<file path="src/rtl/controller_op_stack.sv">
// Operator stack for infix-to-postfix conversion: parks incoming operators by precedence and
// streams them to the ALU sequencer in evaluation order, with paren and overflow checking.
module controller_op_stack #(
    parameter int unsigned DEPTH = 8,
    parameter int unsigned CO_N  = 3,
    parameter int unsigned IC_N  = 5
) (
    input  logic                       clk,
    input  logic                       Reset,
    input  logic                       in_valid,
    input  logic [IC_N-1:0]            in_cmd,
    output logic                       in_ready,
    output logic                       out_valid,
    output logic [CO_N-1:0]            out_op,
    input  logic                       out_ready,
    output logic                       done,
    output logic                       err,
    output logic [1:0]                 err_code,
    output logic [$clog2(DEPTH+1)-1:0] depth,
    output logic [CO_N-1:0]            top_op
);
    localparam int unsigned DW = $clog2(DEPTH + 1);
    localparam int unsigned AW = $clog2(DEPTH);

    localparam logic [IC_N-1:0] IC_OPAD = IC_N'(1);
    localparam logic [IC_N-1:0] IC_OPSB = IC_N'(2);
    localparam logic [IC_N-1:0] IC_OPMU = IC_N'(3);
    localparam logic [IC_N-1:0] IC_OPDI = IC_N'(4);
    localparam logic [IC_N-1:0] IC_EXLP = IC_N'(5);
    localparam logic [IC_N-1:0] IC_EXRP = IC_N'(6);
    localparam logic [IC_N-1:0] IC_CTOK = IC_N'(7);

    localparam logic [CO_N-1:0] CO_NO = CO_N'(0);
    localparam logic [CO_N-1:0] CO_AD = CO_N'(1);
    localparam logic [CO_N-1:0] CO_SB = CO_N'(2);
    localparam logic [CO_N-1:0] CO_MU = CO_N'(3);
    localparam logic [CO_N-1:0] CO_DI = CO_N'(4);
    localparam logic [CO_N-1:0] CO_LP = CO_N'(5);
    localparam logic [CO_N-1:0] CO_RP = CO_N'(6);
    localparam logic [CO_N-1:0] CO_OK = CO_N'(7);

    localparam logic [1:0] ERR_OVF = 2'd1;
    localparam logic [1:0] ERR_RP  = 2'd2;
    localparam logic [1:0] ERR_LP  = 2'd3;

    localparam logic [DW-1:0] DEPTH_MAX = DW'(DEPTH);

    typedef enum logic [1:0] {StIdle, StReduce, StErr} state_e;

    function automatic logic [CO_N-1:0] decode_cmd(input logic [IC_N-1:0] c);
        case (c)
            IC_OPAD: return CO_AD;
            IC_OPSB: return CO_SB;
            IC_OPMU: return CO_MU;
            IC_OPDI: return CO_DI;
            IC_EXLP: return CO_LP;
            IC_EXRP: return CO_RP;
            IC_CTOK: return CO_OK;
            default: return CO_NO;
        endcase
    endfunction

    function automatic logic [1:0] prec(input logic [CO_N-1:0] op);
        if (op == CO_MU || op == CO_DI) return 2'd2;
        if (op == CO_AD || op == CO_SB) return 2'd1;
        return 2'd0;
    endfunction

    state_e          state_q, state_d;
    logic [DW-1:0]   depth_q, depth_d;
    logic [CO_N-1:0] pending_q, pending_d;
    logic [1:0]      err_code_q, err_code_d;
    logic [CO_N-1:0] stack_q [DEPTH];
    logic [CO_N-1:0] stack_d [DEPTH];

    logic            empty, full;
    logic [AW-1:0]   top_idx, push_idx;
    logic [CO_N-1:0] top, cmd_op;

    assign empty    = (depth_q == '0);
    assign full     = (depth_q == DEPTH_MAX);
    assign top_idx  = AW'(depth_q - DW'(1));
    assign push_idx = AW'(depth_q);
    assign top      = empty ? CO_NO : stack_q[top_idx];

    always_ff @(posedge clk) begin
        if (!Reset) begin
            state_q    <= StIdle;
            depth_q    <= '0;
            pending_q  <= CO_NO;
            err_code_q <= 2'd0;
            for (int i = 0; i < int'(DEPTH); i++) stack_q[i] <= CO_NO;
        end else begin
            state_q    <= state_d;
            depth_q    <= depth_d;
            pending_q  <= pending_d;
            err_code_q <= err_code_d;
            stack_q    <= stack_d;
        end
    end

    always_comb begin
        state_d    = state_q;
        depth_d    = depth_q;
        pending_d  = pending_q;
        err_code_d = err_code_q;
        stack_d    = stack_q;
        cmd_op     = decode_cmd(in_cmd);
        in_ready   = 1'b0;
        out_valid  = 1'b0;
        done       = 1'b0;

        case (state_q)
            StIdle: begin
                in_ready = 1'b1;
                if (in_valid) begin
                    if (cmd_op == CO_LP) begin
                        // Open parens go straight onto the stack; nothing can be reduced by them.
                        if (full) begin
                            state_d    = StErr;
                            err_code_d = ERR_OVF;
                        end else begin
                            stack_d[push_idx] = CO_LP;
                            depth_d           = depth_q + DW'(1);
                        end
                    end else if (cmd_op != CO_NO) begin
                        pending_d = cmd_op;
                        state_d   = StReduce;
                    end
                end
            end

            StReduce: begin
                if (pending_q == CO_RP) begin
                    if (empty) begin
                        state_d    = StErr;
                        err_code_d = ERR_RP;
                    end else if (top == CO_LP) begin
                        depth_d   = depth_q - DW'(1);
                        pending_d = CO_NO;
                        state_d   = StIdle;
                    end else begin
                        out_valid = 1'b1;
                        if (out_ready) depth_d = depth_q - DW'(1);
                    end
                end else if (pending_q == CO_OK) begin
                    if (empty) begin
                        done      = 1'b1;
                        pending_d = CO_NO;
                        state_d   = StIdle;
                    end else if (top == CO_LP) begin
                        state_d    = StErr;
                        err_code_d = ERR_LP;
                    end else begin
                        out_valid = 1'b1;
                        if (out_ready) depth_d = depth_q - DW'(1);
                    end
                end else if (!empty && prec(top) >= prec(pending_q)) begin
                    // LP has precedence 0, so a binary op never reduces past an open paren.
                    out_valid = 1'b1;
                    if (out_ready) depth_d = depth_q - DW'(1);
                end else if (full) begin
                    state_d    = StErr;
                    err_code_d = ERR_OVF;
                end else begin
                    stack_d[push_idx] = pending_q;
                    depth_d           = depth_q + DW'(1);
                    pending_d         = CO_NO;
                    state_d           = StIdle;
                end
            end

            default: ;
        endcase
    end

    assign out_op   = top;
    assign top_op   = top;
    assign depth    = depth_q;
    assign err      = (state_q == StErr);
    assign err_code = err_code_q;

endmodule

</file>
<file path="config.mk">
export PLATFORM = sky130hd
export DESIGN_NAME = controller_op_stack
export DESIGN_NICKNAME = d
export VERILOG_FILES = /design/src/rtl/controller_op_stack.sv
export SDC_FILE = /design/constraint.sdc
export NUM_CORES = 1
export LEC_CHECK = 0
export CAP_MARGIN = 20
export CELL_PAD_IN_SITES_DETAIL_PLACEMENT = 2
export CELL_PAD_IN_SITES_GLOBAL_PLACEMENT = 2
export CORE_UTILIZATION = 35
export DETAILED_ROUTE_END_ITERATION = 6
export HOLD_SLACK_MARGIN = 0.06
export PLACE_DENSITY = 0.78
export SLEW_MARGIN = 20
export SYNTH_ARGS = -nofsm -noshare
export SYNTH_HDL_FRONTEND = slang
export SYNTH_SLANG_ARGS = --single-unit
</file>
<file path="constraint.sdc">
create_clock -name clk -period 4.87 [get_ports clk]
set_input_delay 0.974 -clock clk [delete_from_list [all_inputs] [get_ports clk]]
set_output_delay 0.974 -clock clk [all_outputs]
set_load 0.02 [all_outputs]
</file>
---- Word-level counts from Yosys, hierarchy flattened ----
Cells that the tools add are included.
operators by class
  reduce and logical (&&, ||, !) cells .... 16
  order comparisons ....................... 4
  muxes and demuxes ....................... 105
  $add $sub $neg .......................... 2
  equal/unequal tests ..................... 44
  bitwise operators ....................... 5
operator list
  operator                                                               number
  24-bit two-way mux                                                     7
  2-bit two-way mux                                                      35
  24-bit case mux with 2 select lines                                    1
  4-bit two-way mux                                                      11
  3-bit two-way mux                                                      14
  1-bit two-way mux                                                      29
  4-bit != test, second input constant                                   7
  24-bit bitwise mux                                                     1
  3-bit case mux with 7 select lines                                     1
  5-bit by 3-bit equality test with 1-bit output, second input constant  4
  3-bit equality test, second input constant                             6
  2-bit != test, second input constant                                   9
  3-bit != test, second input constant                                   6
  16-bit bitwise OR                                                      1
  7-bit AND reduction                                                    2
  3-bit by 2-bit equality test with 1-bit output, second input constant  4
  5-bit by 2-bit equality test with 1-bit output, second input constant  2
  3-bit binary-select mux with 3-bit select                              1
  3-bit demux with 3-bit select                                          1
  9-bit AND reduction                                                    1
  8-bit AND                                                              1
  4-bit >= comparator, second input constant                             2
  3-bit NOT with 4-bit output                                            2
  8-bit NOT                                                              1
  21 further kinds                                                       27
storage, ports and cells
  output and inout port bits .............. 16
  bits in registers ....................... 35

---- Depth between registers and ports, before layout ----
Gate-level depths: netlist (run 1).
  word-level depth ........................ 27
  depth in mapped cells ................... 19

---- Worst setup path before layout (run 1) ----
Ideal clock, no wire load.
  path type ............................... register to output
  start ................................... register depth_q[0], in the netlist depth[0]
  end ..................................... output out_valid
  setup slack ............................. 0.490 ns
  arrival ................................. 3.406 ns
  cell stages (with the launch flop) ...... 15
  cells stage by stage .................... dfxtp_1 buf_6 inv_2 ha_1 buf_2 buf_2 mux4_2 mux2i_1 nor2_1 or4_1 o41ai_1 ha_1 a21oi_1 a21oi_1 o211a_1
on the way
  word-level cells in the longest chain between the ends .. 24
RTL lines
  what                                                                                                              RTL line  source
  start: declaration                                                                                                70        logic [DW-1:0] depth_q, depth_d;
  start signal: assignment                                                                                          95        depth_q <= depth_d;
  4-bit by 1-bit subtractor with 4-bit output                                                                       --
  3-bit NOT with 4-bit output (not written as such)                                                                 84        assign top = empty ? CO_NO : stack_q[top_idx];
  3-bit binary-select mux with 3-bit select                                                                         84
  3-bit two-way mux (not written as such) (2 in a row)                                                              84
  3-bit two-way mux *                                                                                               84
  named net out_op[1]                                                                                               14        output logic [CO_N-1:0] out_op,
  3-bit by 1-bit equality test with 1-bit output or 3-bit by 2-bit equality test with 1-bit output (tied branches)  65        if (op == CO_AD || op == CO_SB) return 2'd1;
  1-bit logical OR                                                                                                  65
  (+8 left out)                                                                                                     --
  2-bit two-way mux                                                                                                 134       if (pending_q == CO_RP) begin
  2-bit two-way mux                                                                                                 113       case (state_q)
  2-bit >= comparator                                                                                               158       end else if (!empty && prec(top) >= prec(pending_q)) begin
  1-bit logical AND                                                                                                 158
  1-bit two-way mux                                                                                                 158
  1-bit two-way mux                                                                                                 146       end else if (pending_q == CO_OK) begin
  1-bit two-way mux *                                                                                               134
  1-bit two-way mux *                                                                                               113
  end: declaration                                                                                                  13        output logic out_valid,
The timed path passes the listed nets; every way through them passes the cells marked *. The select of a mux whose other input is x is not followed.

---- Worst setup path after layout (run 1) ----
  start ................................... register depth_q[0], in the netlist depth[0]
  end ..................................... output out_valid
on the way
  word-level cells in the longest chain between the ends .. 24
RTL lines
  what                                                                                                              RTL line
  4-bit by 1-bit subtractor with 4-bit output                                                                       --
  3-bit NOT with 4-bit output (not written as such)                                                                 84
  3-bit binary-select mux with 3-bit select                                                                         84
  3-bit two-way mux (not written as such) (2 in a row)                                                              84
  3-bit two-way mux                                                                                                 84
  3-bit by 1-bit equality test with 1-bit output or 3-bit by 2-bit equality test with 1-bit output (tied branches)  65
  1-bit logical OR                                                                                                  65
  1-bit two-way mux (2 in a row)                                                                                    65
  (+6 left out)                                                                                                     --
  2-bit two-way mux                                                                                                 134
  2-bit two-way mux                                                                                                 113
  2-bit >= comparator                                                                                               158
  1-bit logical AND                                                                                                 158
  1-bit two-way mux                                                                                                 158
  1-bit two-way mux                                                                                                 146
  1-bit two-way mux *                                                                                               134
  1-bit two-way mux *                                                                                               113
Mark *: on every way between the ends. The rest lies on a longest branch, timed or not. The select of a mux whose other input is x is not followed.

==> flow_summary.ini, run 1 <==
[run_status]
status = finished, final reports clean

[floorplan]
die_h_um = 86.1
io_pins = 25
core.rowCount = 30
core-area_sq_um = 6830
start_util_pct = 36.3
dieArea_sq_um = 7420
die_x_um = 86.1

[timing]
final_hold_viol_count = 0
tightestPinTransition_ns = 0.830
finalSetupTns_ns = 0
finalCriticalPeriod_ns = 4.43
timing.final.crit_share_pct = 91.0
max_freq_mhz = 226
setup_violations = 0
layout_setup_ws_ns = 0.436
relSlewSlack_pct = 44.3
holdWs_ns = 0.474
maxSlewViolCount = 0
rsz0062_at_grt = no
skew_ns = 0.0104

[clock_network]
cts_root_buffer = clkbuf_8
clk_latency_ns = 0.30
htreeDepth = 2
tritoncts = done
cts_hold_buffers = 0
cts_sinks = 35
numCtsBuffers = 5
cts_setup_buffers = 0
clockBufferDepth = 2
clkTransAtPathRegs_ns = 0.08

[logic_synthesis]
yosysMostFrequentCell = nand2_1
syn_area_sq_um = 2480
synth_top_area_cell = dfxtp_1
synth_nets = 307
yosysTopAreaCellShare_pct = 28.3
synth_cells = 293
synth-simple-area-share_pct = 24.8
synth-main-ff-cell = dfxtp_1
syn_area_per_cell_sq_um = 8.46
synth_compound_area_share_pct = 15.4
ys_top_cells_by_count = nand2_1, dfxtp_1, mux2i_1
async_flop_share_pct = 0
synth-edff-count = 0
ys_types = 59
seq_area_frac_synth_pct = 28.3
synth_top_family_by_area = simple AND/OR/NAND/NOR gates
yosysWarnings = 0
ys_ff_latch = 35
synth_area_leaders = dfxtp_1, mux2i_1, nand2_1, mux4_2, nor2_1
synth_mux_area_share_pct = 19.4
synth_adder_area_share_pct = 2.53
synth_xor_area_share_pct = 3.59

[critical_path]
critical_path_class = reg2out
crit_buf_inv = 3
end_kind = output pin
crit_arrival_ns = 3.46
max_stage_delay_ns = 0.53
start_kind = flop
ff2ff_path_depth = 16
crit_path_cell_trace = inv_2, buf_4, ha_1, xor2_4, mux2i_2, nor2_2, or4_1, o41ai_1, ha_1, a21oi_1, a21oi_1, o211a_1, dlymetal6s2s_1
cp_top_family = simple AND/OR/NAND/NOR gates
worstSetupPathDepth = 13
crit_required_ns = 3.90
crit_slowest_cell = or4_1
cp_max_fo = 8

[final_layout]
nets = 320
drive_gt1_share_pct = 13.7
area_growth_syn_to_layout_pct = 17.8
diodes = 0

[drt]
dr.pass1.iters = 4
drc_errors = 0
wl_per_cell_um = 20.2
drtIter0Drc = 76
viasPerCell = 5.62
ant_nets = 0
vias = 2266
drt-total-wl_um = 8150

[min_path]
hold_path.class = reg2reg
hold_depth = 1

[power]
p_leak_nw = 1.19
powerDensity_nw_per_um2 = 319
ir_worst_vdd_mv = 0.164
power.total_mw = 0.931

[placement]
port_buffers = 24
place_hpwl_um = 5920
gp_congestion = 0.829
dpl_worst_slack_ns = 0.203

[global_route]
grt_pass1_vias = 2467
grt_pass1_wl_um = 13400
antenna_found_initial = 0
grt_overflow = 0
grt_max_degree = 31
grt_use_total_pct = 23.6

[job]
maxCapViolCount = 0
==> cells by family (layout without fill, tap and decap cells) <==
family,after synthesis,count (layout)
xor+xnor,8,8
buf+inv,30,44
fa+ha+maj,5,5
simple gates,120,120
compound gates,55,55
mux,40,40
flops,35,35
==> what timing repair did <==
item | in CTS | in global routing
gates resized for setup | 2 | 4
hold endpoints to repair | 0 | 0
setup endpoints to repair | 1 | 1
pin swaps | 0 | 0
==> power by group <==
| group | internal [mW] | switching (mW) | total, mW |
|---|---|---|---|
| logic | 0.132 | 0.193 | 0.325 |
| clock network | 0.168 | 0.119 | 0.288 |
| registers | 0.298 | 0.0197 | 0.318 |
| total | 0.599 | 0.332 | 0.931 |
==> layout by cell type (no fill, tap or decap), types with 3 or more instances in the layout <==
| cell type | count |
|---|---|
| a21oi_1 | 11 |
| a31o_2 | 3 |
| a31oi_1 | 5 |
| and3_1 | 3 |
| and3b_1 | 4 |
| buf_4 | 9 |
| clkbuf_8 | 6 |
| clkdlybuf4s50_1 | 23 |
| dfxtp_1 | 35 |
| ha_1 | 4 |
| mux2i_1 | 32 |
| mux4_2 | 5 |
| nand2_1 | 46 |
| nand3_1 | 10 |
| nand3b_1 | 4 |
| nand4_1 | 6 |
| nor2_1 | 19 |
| nor2b_1 | 3 |
| nor3b_1 | 3 |
| o211ai_1 | 3 |
| o21a_1 | 3 |
| o21ai_0 | 10 |
| o21ai_1 | 5 |
| or3b_2 | 3 |
| xor2_1 | 5 |
==> routing by layer <==
layer | track usage, % | share of wire, %
met1 | 31.4 | 47
met2 | 40.0 | 49
met3 | 3.56 | 3.0
met4 | 5.76 | 0.83
met5 | 0 | 0
==> worst reg2reg max path, stage by stage (launching register included) <==
cell and delay (ns):
dfxtp_1 0.38, inv_2 0.07, buf_4 0.17, ha_1 0.28, xor2_4 0.24, mux2i_2 0.29, nor2_2 0.12, or4_1 0.54
o41ai_1 0.09, ha_1 0.29, a21oi_1 0.18, buf_4 0.16, nor2_1 0.16, o21ai_1 0.27, nand3_1 0.19, or3b_1 0.48
mux2i_1 0.16
==> registers in the layout, summed over array words and instances, names as in the netlist <==
register and cells:
pending_q 3, depth 4, err_code 2, state_q 2
stack_q 24
==> cell type report <==
type	instances	area [sq um]
well taps	96	120
fillers	781	3910
multi-input cells	228	1640
clock buffers	6	82.6
flip-flops and latches	35	701
clock inverters	2	38.8
repair buffers	34	325
inverters	2	7.51
==> stage by stage <==
| stage | area, sq um | std cells | utilization [%] |
|---|---|---|---|
| floorplan | 2480 | 293 | - |
| global placement | 2770 | 395 | 40.6 |
| detailed placement | 2770 | 395 | 40.6 |
| CTS | 2910 | 403 | 42.5 |
| global route | 2920 | 403 | 42.7 |
| finish | 2920 | 403 | 42.7 |
==> final timing paths <==
kind / startpoint / to / slack [ns]
worst min-delay path: err_code[0] / err_code[0] / 0.47
worst max register to register: depth[0] / stack_q[5] / 0.67
worst max-delay path: depth[0] / out_valid / 0.44
worst min register to register: err_code[0] / err_code[0] / 0.47
Note: power is estimated with default switching activity, not from simulation.
==> run 2: changes to the inputs <==
--- a/config.mk
+++ b/config.mk
@@ -9,6 +9,7 @@
 export CELL_PAD_IN_SITES_DETAIL_PLACEMENT = 2
 export CELL_PAD_IN_SITES_GLOBAL_PLACEMENT = 2
 export CORE_UTILIZATION = 35
+export CTS_CLUSTER_DIAMETER = 50
 export DETAILED_ROUTE_END_ITERATION = 6
 export HOLD_SLACK_MARGIN = 0.06
 export PLACE_DENSITY = 0.78
==> results of run 2 <==
No change in the layout: final DEF, timing and power equal those of run 1.
